[config.mk]
export PLATFORM = sky130hd
export DESIGN_NAME = nn_host_ctrl_flat
export DESIGN_NICKNAME = d
export VERILOG_FILES = /design/src/rtl/nn_host_pkg.sv /design/src/rtl/nn_host_ctrl_if.sv /design/src/rtl/nn_argmax_acc.sv /design/src/rtl/nn_host_ctrl.sv /design/src/flat_wrapper.sv
export SDC_FILE = /design/constraint.sdc
export NUM_CORES = 1
export LEC_CHECK = 0
export BUFFER_PORTS_ARGS = -buffer_cell sky130_fd_sc_hd__buf_2
export CORE_ASPECT_RATIO = 1.2
export CORE_MARGIN = 5
export CORE_UTILIZATION = 35
export CTS_BUF_LIST = sky130_fd_sc_hd__clkbuf_4 sky130_fd_sc_hd__clkbuf_8
export DETAILED_ROUTE_END_ITERATION = 10
export GPL_ROUTABILITY_DRIVEN = 0
export REMOVE_ABC_BUFFERS = 1
export SYNTH_ARGS = -nofsm -noshare
export SYNTH_HDL_FRONTEND = slang
export SYNTH_SLANG_ARGS = --single-unit
export TNS_END_PERCENT = 20
[constraint.sdc]
create_clock -name Clk -period 2.6 [get_ports Clk]
set_input_delay 0.39 -clock Clk [delete_from_list [all_inputs] [get_ports Clk]]
set_output_delay 0.39 -clock Clk [all_outputs]
set_load 0.005 [all_outputs]
[src/rtl/nn_host_pkg.sv]
// Shared types and constants for the NN accelerator host controller.
package nn_host_pkg;

  // Controller sequence states.
  typedef enum logic [2:0] {
    IDLE   = 3'd0,
    ARM    = 3'd1,
    START  = 3'd2,
    POLL   = 3'd3,
    READ   = 3'd4,
    CLEAR  = 3'd5,
    RESULT = 3'd6
  } state_t;

  // Register-file addresses of the control/status words.
  localparam logic [3:0] ADDR_START = 4'd10;
  localparam logic [3:0] ADDR_DONE  = 4'd11;

  // Width of one probability value.
  localparam int PROB_W = 16;

  // Unsigned strict comparison; equal values do not win, so ties keep the
  // earlier (lower) index.
  function automatic logic prob_gt(input logic [PROB_W-1:0] a,
                                   input logic [PROB_W-1:0] b);
    return (a > b);
  endfunction

endpackage

[src/rtl/nn_host_ctrl_if.sv]
// Register-file slave bus: write strobe, address, write data and
// zero-latency (combinational) read data.
interface nn_host_ctrl_if;
  logic        W;
  logic [3:0]  Addr;
  logic [31:0] Write_Data;
  logic [31:0] Read_Data;

  // Host side drives the strobe/address/data and consumes read data.
  modport master (output W, output Addr, output Write_Data, input Read_Data);
  // Register file side.
  modport slave  (input W, input Addr, input Write_Data, output Read_Data);
endinterface

[src/rtl/nn_argmax_acc.sv]
// Running argmax over a stream of (index, value) pairs.
module nn_argmax_acc
  import nn_host_pkg::*;
#(
  parameter int IDX_W = 4
) (
  input  logic              clk,
  input  logic              rst_n,
  input  logic              i_clear,
  input  logic              i_valid,
  input  logic [IDX_W-1:0]  i_idx,
  input  logic [PROB_W-1:0] i_value,
  output logic [PROB_W-1:0] o_best,
  output logic [IDX_W-1:0]  o_bestidx
);

  logic [PROB_W-1:0] r_best;
  logic [IDX_W-1:0]  r_bestidx;
  logic              w_load;

  // Index 0 always seeds the max; later indices replace it only when larger.
  always_comb begin
    w_load = 1'b0;
    if (i_valid) begin
      w_load = (i_idx == '0) || prob_gt(i_value, r_best);
    end else begin
      w_load = 1'b0;
    end
  end

  // Running max/index register.
  always_ff @(posedge clk or negedge rst_n) begin
    if (!rst_n) begin
      r_best    <= '0;
      r_bestidx <= '0;
    end else if (i_clear) begin
      r_best    <= '0;
      r_bestidx <= '0;
    end else if (w_load) begin
      r_best    <= i_value;
      r_bestidx <= i_idx;
    end else begin
      r_best    <= r_best;
      r_bestidx <= r_bestidx;
    end
  end

  assign o_best    = r_best;
  assign o_bestidx = r_bestidx;

endmodule

[src/rtl/nn_host_ctrl.sv]
// Host controller: starts the NN accelerator, waits for completion, reads
// the class probabilities and reports the winning digit.
module nn_host_ctrl
  import nn_host_pkg::*;
#(
  parameter int TIMEOUT_CYCLES = 1000000,
  parameter int NUM_CLASSES    = 10
) (
  input  logic                 Clk,
  input  logic                 Reset_n,
  input  logic                 Go,
  nn_host_ctrl_if.master       bus,
  output logic                 Busy,
  output logic                 Result_Valid,
  output logic [3:0]           Digit,
  output logic [PROB_W-1:0]    Max_Prob,
  output logic                 Error
);

  localparam int             CNT_W    = $clog2(TIMEOUT_CYCLES + 1);
  localparam logic [CNT_W-1:0] CNT_LAST = CNT_W'(TIMEOUT_CYCLES - 1);
  localparam logic [CNT_W-1:0] CNT_MAX  = CNT_W'(TIMEOUT_CYCLES);
  localparam logic [3:0]     LAST_IDX = 4'(NUM_CLASSES - 1);

  state_t            r_state;
  logic [CNT_W-1:0]  r_tmo_cnt;
  logic [3:0]        r_idx;

  logic              w_w;
  logic [3:0]        w_addr;
  logic [31:0]       w_wdata;
  logic              w_done;
  logic [PROB_W-1:0] w_prob;
  logic              w_tmo;
  logic [CNT_W-1:0]  w_tmo_inc;
  logic              w_acc_clear;
  logic              w_acc_valid;
  logic [PROB_W-1:0] w_best;
  logic [3:0]        w_bestidx;
  logic              w_unused_hi;

  assign w_done      = bus.Read_Data[0];
  assign w_prob      = bus.Read_Data[PROB_W-1:0];
  assign w_unused_hi = ^bus.Read_Data[31:PROB_W];
  assign w_tmo       = (r_tmo_cnt >= CNT_LAST);
  assign w_tmo_inc   = (r_tmo_cnt == CNT_MAX) ? r_tmo_cnt : (r_tmo_cnt + CNT_W'(1));
  assign w_acc_clear = (r_state == POLL) && w_done;
  assign w_acc_valid = (r_state == READ);

  // Bus outputs decoded from state so W drops the instant reset hits.
  always_comb begin
    w_w     = 1'b0;
    w_addr  = 4'd0;
    w_wdata = 32'd0;
    case (r_state)
      ARM, POLL: begin
        w_addr = ADDR_DONE;
      end
      START: begin
        w_w     = 1'b1;
        w_addr  = ADDR_START;
        w_wdata = 32'd1;
      end
      READ: begin
        w_addr = r_idx;
      end
      CLEAR: begin
        w_w     = 1'b1;
        w_addr  = ADDR_START;
        w_wdata = 32'd0;
      end
      default: begin
        w_w     = 1'b0;
        w_addr  = 4'd0;
        w_wdata = 32'd0;
      end
    endcase
  end

  assign bus.W          = w_w;
  assign bus.Addr       = w_addr;
  assign bus.Write_Data = w_wdata;

  nn_argmax_acc #(.IDX_W(4)) u_acc (
    .clk       (Clk),
    .rst_n     (Reset_n),
    .i_clear   (w_acc_clear),
    .i_valid   (w_acc_valid),
    .i_idx     (r_idx),
    .i_value   (w_prob),
    .o_best    (w_best),
    .o_bestidx (w_bestidx)
  );

  // Main sequencer with registered status/result outputs.
  always_ff @(posedge Clk or negedge Reset_n) begin
    if (!Reset_n) begin
      r_state      <= IDLE;
      r_tmo_cnt    <= '0;
      r_idx        <= 4'd0;
      Busy         <= 1'b0;
      Result_Valid <= 1'b0;
      Digit        <= 4'd0;
      Max_Prob     <= '0;
      Error        <= 1'b0;
    end else begin
      case (r_state)
        IDLE: begin
          if (Go) begin
            r_state   <= ARM;
            Busy      <= 1'b1;
            Error     <= 1'b0;
            r_tmo_cnt <= '0;
          end
        end
        ARM: begin
          // A stale Done from a previous run must clear before starting.
          if (!w_done) begin
            r_state   <= START;
            r_tmo_cnt <= '0;
          end else if (w_tmo) begin
            r_state <= CLEAR;
            Error   <= 1'b1;
          end else begin
            r_tmo_cnt <= w_tmo_inc;
          end
        end
        START: begin
          r_state   <= POLL;
          r_tmo_cnt <= '0;
        end
        POLL: begin
          if (w_done) begin
            r_state <= READ;
            r_idx   <= 4'd0;
          end else if (w_tmo) begin
            r_state <= CLEAR;
            Error   <= 1'b1;
          end else begin
            r_tmo_cnt <= w_tmo_inc;
          end
        end
        READ: begin
          if (r_idx == LAST_IDX) begin
            r_state <= CLEAR;
          end else begin
            r_idx <= r_idx + 4'd1;
          end
        end
        CLEAR: begin
          // Error stays clear on the normal path, so it selects the exit.
          if (Error) begin
            r_state <= IDLE;
            Busy    <= 1'b0;
          end else begin
            r_state      <= RESULT;
            Digit        <= w_bestidx;
            Max_Prob     <= w_best;
            Result_Valid <= 1'b1;
          end
        end
        RESULT: begin
          r_state      <= IDLE;
          Busy         <= 1'b0;
          Result_Valid <= 1'b0;
        end
        default: begin
          r_state      <= IDLE;
          Busy         <= 1'b0;
          Result_Valid <= 1'b0;
        end
      endcase
    end
  end

endmodule
[src/flat_wrapper.sv]
// flat-port wrapper written by rule: the top's interface ports become plain ports
module nn_host_ctrl_flat import nn_host_pkg::*;
#(
  parameter int TIMEOUT_CYCLES = 1000000,
  parameter int NUM_CLASSES    = 10
)
  (Clk, Reset_n, Go, Busy, Result_Valid, Digit, Max_Prob, Error, bus_W, bus_Addr, bus_Write_Data, bus_Read_Data);
  nn_host_ctrl_if bus_i ();
  input  logic Clk;
  input  logic Reset_n;
  input  logic Go;
  output logic Busy;
  output logic Result_Valid;
  output logic [3:0] Digit;
  output logic [PROB_W-1:0] Max_Prob;
  output logic Error;
  output wire logic [$bits(bus_i.W)-1:0] bus_W;
  output wire logic [$bits(bus_i.Addr)-1:0] bus_Addr;
  output wire logic [$bits(bus_i.Write_Data)-1:0] bus_Write_Data;
  input wire logic [$bits(bus_i.Read_Data)-1:0] bus_Read_Data;
  assign bus_W = bus_i.W;
  assign bus_Addr = bus_i.Addr;
  assign bus_Write_Data = bus_i.Write_Data;
  assign bus_i.Read_Data = bus_Read_Data;
  nn_host_ctrl #(.TIMEOUT_CYCLES(TIMEOUT_CYCLES), .NUM_CLASSES(NUM_CLASSES)) u_core (.Clk(Clk), .Reset_n(Reset_n), .Go(Go), .bus(bus_i), .Busy(Busy), .Result_Valid(Result_Valid), .Digit(Digit), .Max_Prob(Max_Prob), .Error(Error));
endmodule
==> impl_summary.md, run 1 <==
CTS
The clock root buffer is clkbuf_8. The number of buffers added for setup after CTS is 0. The clock-pin slew of the registers on the worst-case setup and hold paths is 0.08 ns. The number of gates resized after cts is 0. The hold buffer count at cts is 0. The TritonCTS clock tree is done. For the worst-skew pair, the clock arrives at the later sink with an insertion delay of 0.34 ns. In this run the number of H-tree levels came out at 3.

Clock tree synthesis inserted a total of 9 buffers. The maximum number of buffers from clock root to sink is 2. The tree built by TritonCTS fans out to 70 sinks.

Worst setup path
The largest single stage delay on the critical path is 0.38 ns. STA puts the critical path data required time at 2.83 ns. The library cell contributing the largest single delay on the critical path is dfrtp_1. Walking the worst path, the cells encountered are inv_1, ha_1, nand4_1, nor4_1, buf_4, a21boi_2, buf_4, nor4_1, a211o_1.

The critical path is of the flop to flop type. STA classifies the critical path endpoint as a flop. The worst setup path is launched from a flop.

Of all nets on the critical path, the largest fanout is 21. Data arrives at the worst endpoint at 2.47 ns. The number of buffer and inverter instances along the worst setup path is 3.

The cell class contributing the biggest share of worst-path delay is buffers and inverters.

Drt
The wire length reported by the detailed router is 9860 um. For this run, design rule violations remaining after detail routing come to 0. Across all layers, the routed design uses 3476 vias.

The post-detailed-route wirelength per cell is 14.7 um. The via density per instance is 5.17. For this block, the initial DRC count from the detailed router was 202. The number of routed nets with antenna violations is 0.

For this run, the detailed router's first-pass iteration total came to 4.

Synth
Synthesis produced 460 cells. The number of warning messages in the yosys log is 0. Of the total synthesized cell area, the portion taken by full adders, half adders and majority gates is 0.0612.

The synthesized-area fraction occupied by and/or/nand/nor cells is 0.194. The post-synthesis area per instance is 9.34 um^2. The part of the Yosys area used for sequential elements is 0.408. Of the post-synthesis cell area, the part taken by muxes is 0.0571.

The proportion of register bits with asynchronous set or reset after synthesis is 1.00. The post-synthesis compound-gate area fraction is 0.170. For this run, the leading register cell type out of synthesis is dfrtp_1. Of the total synthesized cell area, the portion taken by XOR and XNOR cells is 0.00612.

The count of cell types in the netlist is 61. Yosys mapped a number of flops with a built-in enable equal to 0. After synthesis the netlist holds a flip-flop and latch count of 70. In this run the cell area of the synthesized design comes to 0.00430 mm^2. The main combinational cell family by area after synthesis is simple AND/OR/NAND/NOR gates.

Layout
The final layout contains 563 nets. The total non-filler cell area in the finished layout is 0.00478 mm^2. The number of antenna diodes is 0. The non-filler instance count after layout is 672. The growth of design area from synthesis to finish is 11.2%. For this run, the share of the core covered by cells in the final layout is 0.396. In the final layout, the share of cells above drive strength 1 is 0.217.

Floorplanning
The area of the die is 0.0146 mm^2. In this run the vertical extent of the chip is 131 um. The boundary pin count is 95. The initial core utilization is 0.356. The horizontal extent of the die is 111 um.

Row generation in the floorplan step produced 44 rows. The total core area is 0.0121 mm^2.

GRT
The first global-routing pass estimated 16500 um of wire. The number of global-route vias before repair is 3403. Summed over all layers, the global routing overflow is 0. The pin count of the biggest net entering global routing is 33. The number of antenna violations at the first check in global routing is 0. In the global route stage, overall resource usage came out at 0.133.

STA
The final hold violation count came to 0. The relative slew slack is 0.583. The clock arrives with 0.0122 ns of skew.

Timing would allow up to 448 MHz. The count of final max-slew check failures is 0. Setup repair after global routing left no endpoint under its margin. The final period utilization is 0.859.

Subtracting the final worst setup slack from the clock period gives 2.23 ns. Setup violations remaining at the end of the flow were counted as 0. For the pin with the worst max-slew slack, the measured transition is 0.625 ns.

Hold path
The kind of path behind the tightest hold check is primary input to async pin.

Outcome
The flow ran to the end, and the final reports show no timing, DRC or antenna violations.

Placement
Buffers placed on the I/O ports in this run total 47. In this run the cell area measured after placement is 0.00462 mm^2. Once detailed placement completed, the half-perimeter wirelength came to 6930 um. The placed cell count is 657.

Power
Power spread over the standard cell area amounts to 890 mW/mm^2. The leakage power total is 2.38 nW. IR analysis of the VDD net gives a maximum drop of 258 uV.

Flow run
The count of maximum capacitance violations is 0.
cell type report:
| cell class | instances | area, um^2 |
|---|---|---|
| inverter | 24 | 90.1 |
| clock buffer | 10 | 131 |
| timing repair buffer | 62 | 360 |
| sequential | 70 | 1750 |
| tap | 161 | 201 |
| multi-input combinational | 340 | 2210 |
| clock inverter | 5 | 27.5 |
| fill | 1198 | 7280 |
power by group:
part           internal (mW)  switching, mW
sequential              1.37          0.212
clock                  0.345          0.411
combinational          0.809           1.10
total                   2.53           1.73
metrics by stage:
stage                     hold slack, ns  setup slack, ns  power (mW)  setup TNS [ns]
final                             0.0452            0.366        4.25               0
after global routing              0.0773            0.181        4.63               0
after CTS                         0.0489            0.135        4.32               0
after detailed placement           0.425           0.0518        3.53               0
after global placement             0.415           0.0740        3.48               0
after floorplan                   0.0944           -0.110        2.85           -1.86
flip-flops by register name (all words and copies together) (netlist names):
| signal | cells |
|---|---|
| u_core.r_idx | 4 |
| u_core.Error | 1 |
| u_core.r_tmo_cnt | 20 |
| u_core.u_acc.o_best | 16 |
| u_core.Result_Valid | 1 |
| u_core.Digit | 4 |
| u_core.Max_Prob | 16 |
| u_core.r_state | 3 |
| u_core.Busy | 1 |
| u_core.u_acc.o_bestidx | 4 |
Yosys cell counts (all sizes together) (5+ instances only):
| master | count | area share |
|---|---|---|
| nand3 | 13 | 0.015 |
| nand4 | 8 | 0.012 |
| and3 | 6 | 0.0087 |
| ha | 21 | 0.061 |
| a211o | 18 | 0.037 |
| dfrtp | 70 | 0.41 |
| nand2 | 50 | 0.044 |
| nor4 | 19 | 0.029 |
| inv | 24 | 0.021 |
| and2 | 7 | 0.011 |
| buf | 47 | 0.074 |
| a21oi | 24 | 0.029 |
| nor2 | 32 | 0.028 |
| o21ai | 13 | 0.015 |
| clkbuf | 9 | 0.0079 |
| o31ai | 5 | 0.0087 |
| nand2b | 6 | 0.0087 |
| or4 | 6 | 0.011 |
| o211ai | 6 | 0.012 |
| mux2 | 20 | 0.052 |
logic make-up after synthesis:
| group | Yosys count |
|---|---|
| adder cells (fa/ha/maj) | 21 |
| XOR/XNOR | 3 |
| multiplexers | 22 |
| flip-flops | 70 |
| AND/OR/NAND/NOR | 163 |
| buffers and inverters | 80 |
| AO/OA/AOI/OAI | 100 |
| other | 1 |
layer usage:
metal / vias up / part of all wire / track usage
met3: 12 / 0.038 / 0.0299
met1: 1710 / 0.43 / 0.155
li1: 1695 / - / -
met5: - / 0 / 0
met4: 0 / 0.012 / 0.0426
met2: 59 / 0.52 / 0.243
layout by cell type, fill, tap and decap left out, types with 8 or more instances in the layout:
cell type  Yosys  layout
a211o_1       18      18
a21oi_1       23      23
buf_2         12      47
buf_4         32      14
clkbuf_8       0       9
conb_1         1      31
dfrtp_1       70      70
ha_1          21      21
inv_1         24      24
mux2_2        20      20
nand2_1       50      50
nand3_1       13      13
nand4_1        8       8
nor2_1        32      32
nor4_1        18      18
o21ai_0       12      12
worst paths after layout:
check                      slack [ns]  cells after the start                                   to                                 from
max                              0.37                      9  u_core.u_acc.o_best[13]$_DFFE_PN0P_  u_core.u_acc.o_best[13]$_DFFE_PN0P_
min                              0.05                      1       u_core.Max_Prob[1]$_DFFE_PN0P_                              Reset_n
max reg2reg                      0.37                      9  u_core.u_acc.o_best[13]$_DFFE_PN0P_  u_core.u_acc.o_best[13]$_DFFE_PN0P_
min reg2reg                      0.50                      1      u_core.Max_Prob[13]$_DFFE_PN0P_      u_core.Max_Prob[13]$_DFFE_PN0P_
max in group asynchronous        1.89                      2      u_core.r_tmo_cnt[4]$_DFFE_PN0P_                              Reset_n
min in group Clk                 0.27                      2   u_core.u_acc.o_best[9]$_DFFE_PN0P_                     bus_Read_Data[9]
No activity file was read; power rests on OpenSTA's default activity.
==> run 2, diff against run 1 <==
--- a/config.mk
+++ b/config.mk
@@ -12,6 +12,7 @@
 export CTS_BUF_LIST = sky130_fd_sc_hd__clkbuf_4 sky130_fd_sc_hd__clkbuf_8
 export DETAILED_ROUTE_END_ITERATION = 10
 export GPL_ROUTABILITY_DRIVEN = 0
+export MAX_ROUTING_LAYER = met4
 export REMOVE_ABC_BUFFERS = 1
 export SYNTH_ARGS = -nofsm -noshare
 export SYNTH_HDL_FRONTEND = slang
==> run 2 against run 1 <==
  * Final area stayed put
  * Power hardly changed
  * Clock skew hardly changed
  * Core utilization stayed put
  * Flip-flop and latch count stayed put
  * First-iteration DRC count is 8.9% lower
  * Non-clock buffer count stayed put
  * Critical path depth stayed put
  * Die area stayed put
  * Critical endpoint unchanged
==> impl_summary.md, run 2 (synthesis gave the netlist of run 1 again) <==
Hold path
The kind of path behind the tightest hold check was primary input to async pin (unchanged).

STA
The count of final max-slew check failures was 0 (unchanged). The final hold violation count is 0 (unchanged). The smallest hold slack is 0.0448 ns (was 0.0452 ns).

The total setup violations reported at the end of the flow is 0 (unchanged). The fmax is 447 MHz (was 448 MHz). The relative slew slack is 0.584 (was 0.583).

The minimum setup slack in the final design is 0.365 ns (was 0.366 ns). The slew of the pin with the lowest slew margin came to 0.625 ns (about the same). The final period utilization is 0.860 (was 0.859). Unrepaired setup endpoints after global routing: false (unchanged). The setup skew after layout came to 0.0120 ns (was 0.0122 ns). The minimum clock period after layout is 2.23 ns (about the same).

Power
The leakage power total is 2.38 nW (unchanged). The clock share of power is 0.178 (about the same). The power density of the placed cells is 891 mW/mm^2 (was 890 mW/mm^2). The sequential share of power was 0.372 (was 0.373). The internal power is 2.53 mW (about the same). The sum of internal, switching and leakage power is 4.25 mW (about the same). The switching power of the nets is 1.73 mW (about the same). The highest ir drop seen on vdd is 258 uV (about the same). The combinational share of power is 0.450 (about the same). The switching share of power is 0.406 (about the same).

Worst setup path
The startpoint of the worst register-to-register path was u_core.u_acc.o_best[13]$_DFFE_PN0P_ (unchanged). The critical path class is flop to flop (unchanged). The element type at the critical path start is a flop (unchanged).

Worst-path cell chain: inv_1, ha_1, nand4_1, nor4_1, buf_4, a21boi_2, buf_4, nor4_1, a211o_1 (unchanged). The top fanout value on the critical path was 21 (unchanged). The kind of end point of the critical path is a flop (unchanged). The library cell contributing the largest single delay on the critical path is dfrtp_1 (unchanged). The worst path arrival time is 2.47 ns (about the same).

The number of buffer and inverter instances along the worst setup path was 3 (unchanged). The largest incremental delay on the critical path is 0.38 ns (about the same). The timing startpoint of the critical path is u_core.u_acc.o_best[13]$_DFFE_PN0P_ (unchanged).

The required arrival time at the worst endpoint is 2.83 ns (about the same). The cell class contributing the biggest share of worst-path delay is buffers and inverters (unchanged).

GRT
The pin count of the biggest net entering global routing is 33 (unchanged). The first-pass GRT wire length is 16500 um (about the same). The global routing usage summed across all routing layers came to 0.138 (was 0.133).

The number of global-route vias before repair is 3401 (was 3403). The number of antenna violations at the first check in global routing came to 0 (unchanged). The remaining global-route overflow is 0 (unchanged).

Layout
The share of cells above drive strength 1 was 0.217 (unchanged). The count of nets after finishing came to 563 (unchanged). The number of antenna diodes is 0 (unchanged). The growth of design area from synthesis to finish is 11.2% (unchanged). The most common library cell in the layout ignoring fill and taps is dfrtp_1 (unchanged). The register ranked first by flip-flop count is u_core.r_tmo_cnt (unchanged). The total non-filler cell area in the finished layout is 0.00478 mm^2 (unchanged). The number of flip-flops in the largest register was 20 (unchanged). Commonest cells after routing, fill and taps aside: dfrtp_1 (70), nand2_1 (50), buf_2 (47), nor2_1 (32), conb_1 (31) (unchanged). The final core area utilization came to 0.396 (unchanged).

Drt
The post-detailed-route wirelength per cell is 14.7 um (about the same). The number of search-and-repair iterations in the first detailed-routing pass was 5 (was 4). The wire length reported by the detailed router is 9880 um (was 9860 um).

The number of routed nets with antenna violations was 0 (unchanged). The count of routing violations after the opening detailed-route iteration is 184 (was 202). The via density per instance is 5.20 (was 5.17).

The number of remaining DRC errors is 0 (unchanged). The total number of vias came to 3493 (was 3476).

Floorplanning
The horizontal extent of the die was 111 um (unchanged). The boundary pin count is 95 (unchanged). The area of the die was 0.0146 mm^2 (unchanged). The chip height is 131 um (unchanged). The initial core utilization is 0.356 (unchanged). The cell row count is 44 (unchanged).

The total core area came to 0.0121 mm^2 (unchanged).

CTS
The clock sink count is 70 (unchanged). The TritonCTS buffer count is 9 (unchanged). The maximum number of buffers from clock root to sink is 2 (unchanged). The number of buffers added for setup after CTS is 0 (unchanged). The latest clock arrival within the worst-skew pair is 0.34 ns (about the same). The clock-pin slew of the registers on the worst-case setup and hold paths is 0.08 ns (about the same). The clock root buffer is clkbuf_8 (unchanged).

The TritonCTS clock tree is done (unchanged). The total number of H-tree levels was 3 (unchanged).

Placement
The placed wire-length estimate is 6930 um (unchanged). The total cell area at the placement stage is 0.00462 mm^2 (unchanged). The number of input and output port buffers inserted is 47 (unchanged).

The setup slack at placement came to 0.0518 ns (unchanged).

Outcome
Status: completed (unchanged).

Flow run
The count of maximum capacitance violations is 0 (unchanged).
==> run 2: cell counts in the layout (fill, tap and decap cells not counted) <==
Identical to the previous run, type by type.
==> run 2: final cells by class <==
cell class                 count  area (um^2)
clock buffer                  10          131
clock inverter                 5         27.5
fill                        1198         7280
inverter                      24         90.1
multi-input combinational    340         2210
sequential                    70         1750
tap                          161          201
timing repair buffer          62          360
==> run 2: metrics by stage <==
step                      cells  setup TNS (ns)
after floorplan             434           -1.86
after global placement      657               0
after detailed placement    657               0
after CTS                   672               0
after global routing        672               0
final                       672               0
==> run 2: routing by layer <==
metal / vias up / GRT usage / part of all wire / wire, um
met2: 76 / 0.243 / 0.51 / 5090
met1: 1704 / 0.155 / 0.43 / 4270
met5: - / - / 0 / 0
met4: 0 / 0.0426 / 0.012 / 115
li1: 1701 / - / - / -
met3: 12 / 0.0299 / 0.041 / 409
==> run 2: final timing paths <==
path	to	slack [ns]	cells past startpoint
setup / recovery	u_core.u_acc.o_best[13]$_DFFE_PN0P_	0.37	9
hold / removal	u_core.Max_Prob[1]$_DFFE_PN0P_	0.04	1
setup reg to reg	u_core.u_acc.o_best[13]$_DFFE_PN0P_	0.37	9
hold reg to reg	u_core.Max_Prob[13]$_DFFE_PN0P_	0.50	1
max in group asynchronous	u_core.r_tmo_cnt[4]$_DFFE_PN0P_	1.90	2
min in group Clk	u_core.u_acc.o_best[9]$_DFFE_PN0P_	0.27	2
==> run 2: what timing repair did <==
item                       CTS  global route
setup endpoints to repair    0            17
gates resized for setup      0             1
hold buffers                 0             0
==> run 2: worst register-to-register path, delay by kind of cell (launching register included) <==
kind	cells	cell delay, ns
AOI/OAI and AO/OA	2	0.44
DFF	1	0.38
buffers and inverters	3	0.52
adders and majority gates	1	0.30
and+or+nand+nor	3	0.50
==> run 2: power by group through the flow <==
stage | clock network (mW) | registers (mW) | logic [mW]
3_5_place_dp | 0 | 1.61 | 1.93
3_3_place_gp | 0 | 1.59 | 1.88
5_1_grt | 0.835 | 1.63 | 2.17
6_report | 0.756 | 1.58 | 1.91
4_1_cts | 0.793 | 1.59 | 1.93
2_1_floorplan | 0 | 1.62 | 1.23
==> run 3, diff against run 2 <==
--- a/config.mk
+++ b/config.mk
@@ -8,11 +8,11 @@
 export BUFFER_PORTS_ARGS = -buffer_cell sky130_fd_sc_hd__buf_2
 export CORE_ASPECT_RATIO = 1.2
 export CORE_MARGIN = 5
-export CORE_UTILIZATION = 35
+export CORE_UTILIZATION = 57
 export CTS_BUF_LIST = sky130_fd_sc_hd__clkbuf_4 sky130_fd_sc_hd__clkbuf_8
 export DETAILED_ROUTE_END_ITERATION = 10
-export GPL_ROUTABILITY_DRIVEN = 0
 export MAX_ROUTING_LAYER = met4
+export PLACE_DENSITY = 0.83
 export REMOVE_ABC_BUFFERS = 1
 export SYNTH_ARGS = -nofsm -noshare
 export SYNTH_HDL_FRONTEND = slang
==> run 3 against run 2 <==
  * Core utilization rose by 25 points
  * Clock-buffer cell count fell by 1
  * Non-clock buffer count did not move
  * First-iteration DRC count fell by 15%
  * Hold slack improved by 0.075 ns
  * Critical path type unchanged
  * Largest cell class unchanged
==> impl_summary.md, run 3 (synthesis gave the netlist of run 1 again) <==
Layout
The most common library cell in the layout ignoring fill and taps is dfrtp_1 (unchanged). The count of nets after finishing is 563 (unchanged). The share of cells above drive strength 1 is 0.217 (unchanged). The total non-filler cell area in the finished layout is 0.00472 mm^2 (was 0.00478 mm^2). Commonest cells after routing, fill and taps aside: dfrtp_1 (70), nand2_1 (50), buf_2 (47), nor2_1 (32), conb_1 (31) (unchanged).

The final core area utilization was 0.645 (was 0.396). The count of filler cells inserted in the layout was 593 (was 1198). The number of antenna diodes is 0 (unchanged).

The number of flip-flops in the largest register is 20 (unchanged). The register ranked first by flip-flop count is u_core.r_tmo_cnt (unchanged). The growth of design area from synthesis to finish came to 9.82% (was 11.2%). The non-filler instance count after layout came to 601 (was 672).

Worst setup path
The startpoint of the worst register-to-register path is u_core.u_acc.o_best[15]$_DFFE_PN0P_ (was u_core.u_acc.o_best[13]$_DFFE_PN0P_). The worst setup slack for register-to-register paths is 0.35 ns (was 0.37 ns). The endpoint of the most critical register-to-register path is u_core.u_acc.o_best[13]$_DFFE_PN0P_ (unchanged). The required arrival time at the worst endpoint is 2.82 ns (was 2.83 ns).

The top fanout value on the critical path is 21 (unchanged). The critical path class is flop to flop (unchanged). The worst path arrival time is 2.47 ns (about the same). The element type at the critical path start is a flop (unchanged). The kind of end point of the critical path is a flop (unchanged). The path depth of the worst reg2reg path came to 9 (unchanged).

Placement
The number of input and output port buffers inserted is 47 (unchanged). The placer congestion estimate is 0.883. The placed cell count is 586 (was 657). The placed wire-length estimate is 6670 um (was 6930 um).

The total cell area at the placement stage was 0.00453 mm^2 (was 0.00462 mm^2).

Drt
The number of routed nets with antenna violations is 0 (unchanged). The wire length reported by the detailed router is 9410 um (was 9880 um). The via density per instance is 6.02 (was 5.20). The count of routing violations after the opening detailed-route iteration is 156 (was 184). The total number of vias is 3621 (was 3493). The number of remaining DRC errors is 0 (unchanged). The post-detailed-route wirelength per cell is 15.7 um (was 14.7 um). The number of search-and-repair iterations in the first detailed-routing pass is 5 (unchanged).

CTS
The hold buffer count at cts is 0 (unchanged). The clock root buffer was clkbuf_8 (unchanged). The latest clock arrival within the worst-skew pair is 0.35 ns (was 0.34 ns). The maximum number of buffers from clock root to sink came to 2 (unchanged). The clock-pin slew of the registers on the worst-case setup and hold paths came to 0.08 ns (about the same).

The clock sink count is 70 (unchanged). The total number of H-tree levels was 3 (unchanged). The TritonCTS buffer count is 9 (unchanged). The TritonCTS clock tree was done (unchanged). The number of buffers added for setup after CTS is 0 (unchanged).

Power
The sum of internal, switching and leakage power is 4.38 mW (was 4.25 mW). The highest ir drop seen on vdd is 473 uV (was 258 uV). The leakage power total was 2.39 nW (was 2.38 nW). The clock share of power was 0.197 (was 0.178). The switching share of power is 0.400 (was 0.406). The sequential share of power was 0.368 (was 0.372).

The internal power is 2.63 mW (was 2.53 mW). The combinational share of power is 0.435 (was 0.450). The switching power of the nets is 1.75 mW (was 1.73 mW). The power density of the placed cells was 929 mW/mm^2 (was 891 mW/mm^2).

STA
The relative slew slack is 0.480 (was 0.584). The minimum clock period after layout is 2.25 ns (was 2.23 ns). The fmax came to 444 MHz (was 447 MHz). The smallest hold slack was 0.120 ns (was 0.0448 ns). Unrepaired setup endpoints after global routing: false (unchanged). The count of final max-slew check failures is 0 (unchanged). The final period utilization is 0.865 (was 0.860). The total setup violations reported at the end of the flow is 0 (unchanged).

The setup skew after layout came to 0.0126 ns (was 0.0120 ns). The final hold violation count was 0 (unchanged). The slew of the pin with the lowest slew margin is 0.781 ns (was 0.625 ns).

Flow run
The count of maximum capacitance violations came to 0 (unchanged).

Floorplanning
The horizontal extent of the die is 89.2 um (was 111 um). The initial core utilization is 0.587 (was 0.356). The area of the die came to 0.00938 mm^2 (was 0.0146 mm^2). The boundary pin count is 95 (unchanged). The total core area was 0.00732 mm^2 (was 0.0121 mm^2). The cell row count is 34 (was 44). The chip height is 105 um (was 131 um).

GRT
The number of global-route vias before repair was 3481 (was 3401). The remaining global-route overflow came to 0 (unchanged). The global routing usage summed across all routing layers is 0.211 (was 0.138). The first-pass GRT wire length is 15600 um (was 16500 um). The number of antenna violations at the first check in global routing came to 0 (unchanged). The met2 track utilization from global routing is 0.359 (was 0.243).

The peak-usage layer in the global routing report is met2 (unchanged). The met3 usage in global routing came to 0.0449 (was 0.0299). The pin count of the biggest net entering global routing was 37 (was 33). The met1 layer usage reported by global route is 0.241 (was 0.155).

Outcome
Status: completed (unchanged).

Hold path
The kind of path behind the tightest hold check is primary input to async pin (unchanged).
==> run 3: layout make-up <==
class	count	area (um^2)	share of cell area
clock buffers	9	124	0.0263
repair buffers	62	360	0.0764
inverters	24	90.1	0.0191
well taps	90	113	0.0239
clock inverters	6	63.8	0.0135
multi-input cells	340	2210	0.469
flip-flops and latches	70	1750	0.371
==> run 3: timing repair <==
| item | 4_1_cts | 5_1_grt |
|---|---|---|
| hold endpoints to repair | 0 | 0 |
| gates resized for setup | 0 | 1 |
| endpoints found under the setup margin | 0 | 14 |
==> run 3: how the worst max path moves through the flow <==
| stage | startpoint | endpoint | slack (ns) | cells after the start |
|---|---|---|---|---|
| after floorplan | bus_Read_Data[13] | u_core.u_acc.o_best[10]$_DFFE_PN0P_ | -0.11 | 6 |
| after CTS | u_core.u_acc.o_best[15]$_DFFE_PN0P_ | u_core.u_acc.o_best[13]$_DFFE_PN0P_ | 0.20 | 8 |
| final | u_core.u_acc.o_best[15]$_DFFE_PN0P_ | u_core.u_acc.o_best[13]$_DFFE_PN0P_ | 0.35 | 9 |
| after detailed placement | bus_Read_Data[15] | u_core.u_acc.o_bestidx[3]$_DFFE_PN0P_ | 0.11 | 8 |
| after global routing | u_core.u_acc.o_best[15]$_DFFE_PN0P_ | u_core.u_acc.o_best[13]$_DFFE_PN0P_ | 0.18 | 9 |
| after global placement | bus_Read_Data[15] | u_core.u_acc.o_best[11]$_DFFE_PN0P_ | 0.16 | 8 |
==> run 3: critical path: stages, from the launching register on <==
cell and delay [ns]:
dfrtp_1 0.38, inv_1 0.06, ha_1 0.31, nand4_1 0.12
nor4_1 0.29, buf_4 0.17, a21boi_2 0.16, buf_4 0.28
nor4_1 0.09, a211o_1 0.28
==> run 3: per-layer routing <==
layer / up-vias / share of wire
li1: 1707 / -
met1: 1778 / 0.39
met2: 121 / 0.53
met3: 15 / 0.062
met4: 0 / 0.015
met5: - / 0
==> run 3: power by group through the flow <==
stage	Clock, mW	Combinational [mW]	Sequential [mW]
detailed placement	0	1.89	1.63
floorplan	0	1.23	1.62
CTS	0.876	1.90	1.61
global route	0.926	2.14	1.66
global placement	0	1.83	1.61
finish	0.862	1.91	1.61
==> run 3: through the flow <==
stage / TNS, ns / worst slack [ns]
after floorplan: -1.86 / -0.110
after global placement: 0 / 0.161
after detailed placement: 0 / 0.109
after CTS: 0 / 0.203
after global routing: 0 / 0.177
final: 0 / 0.350
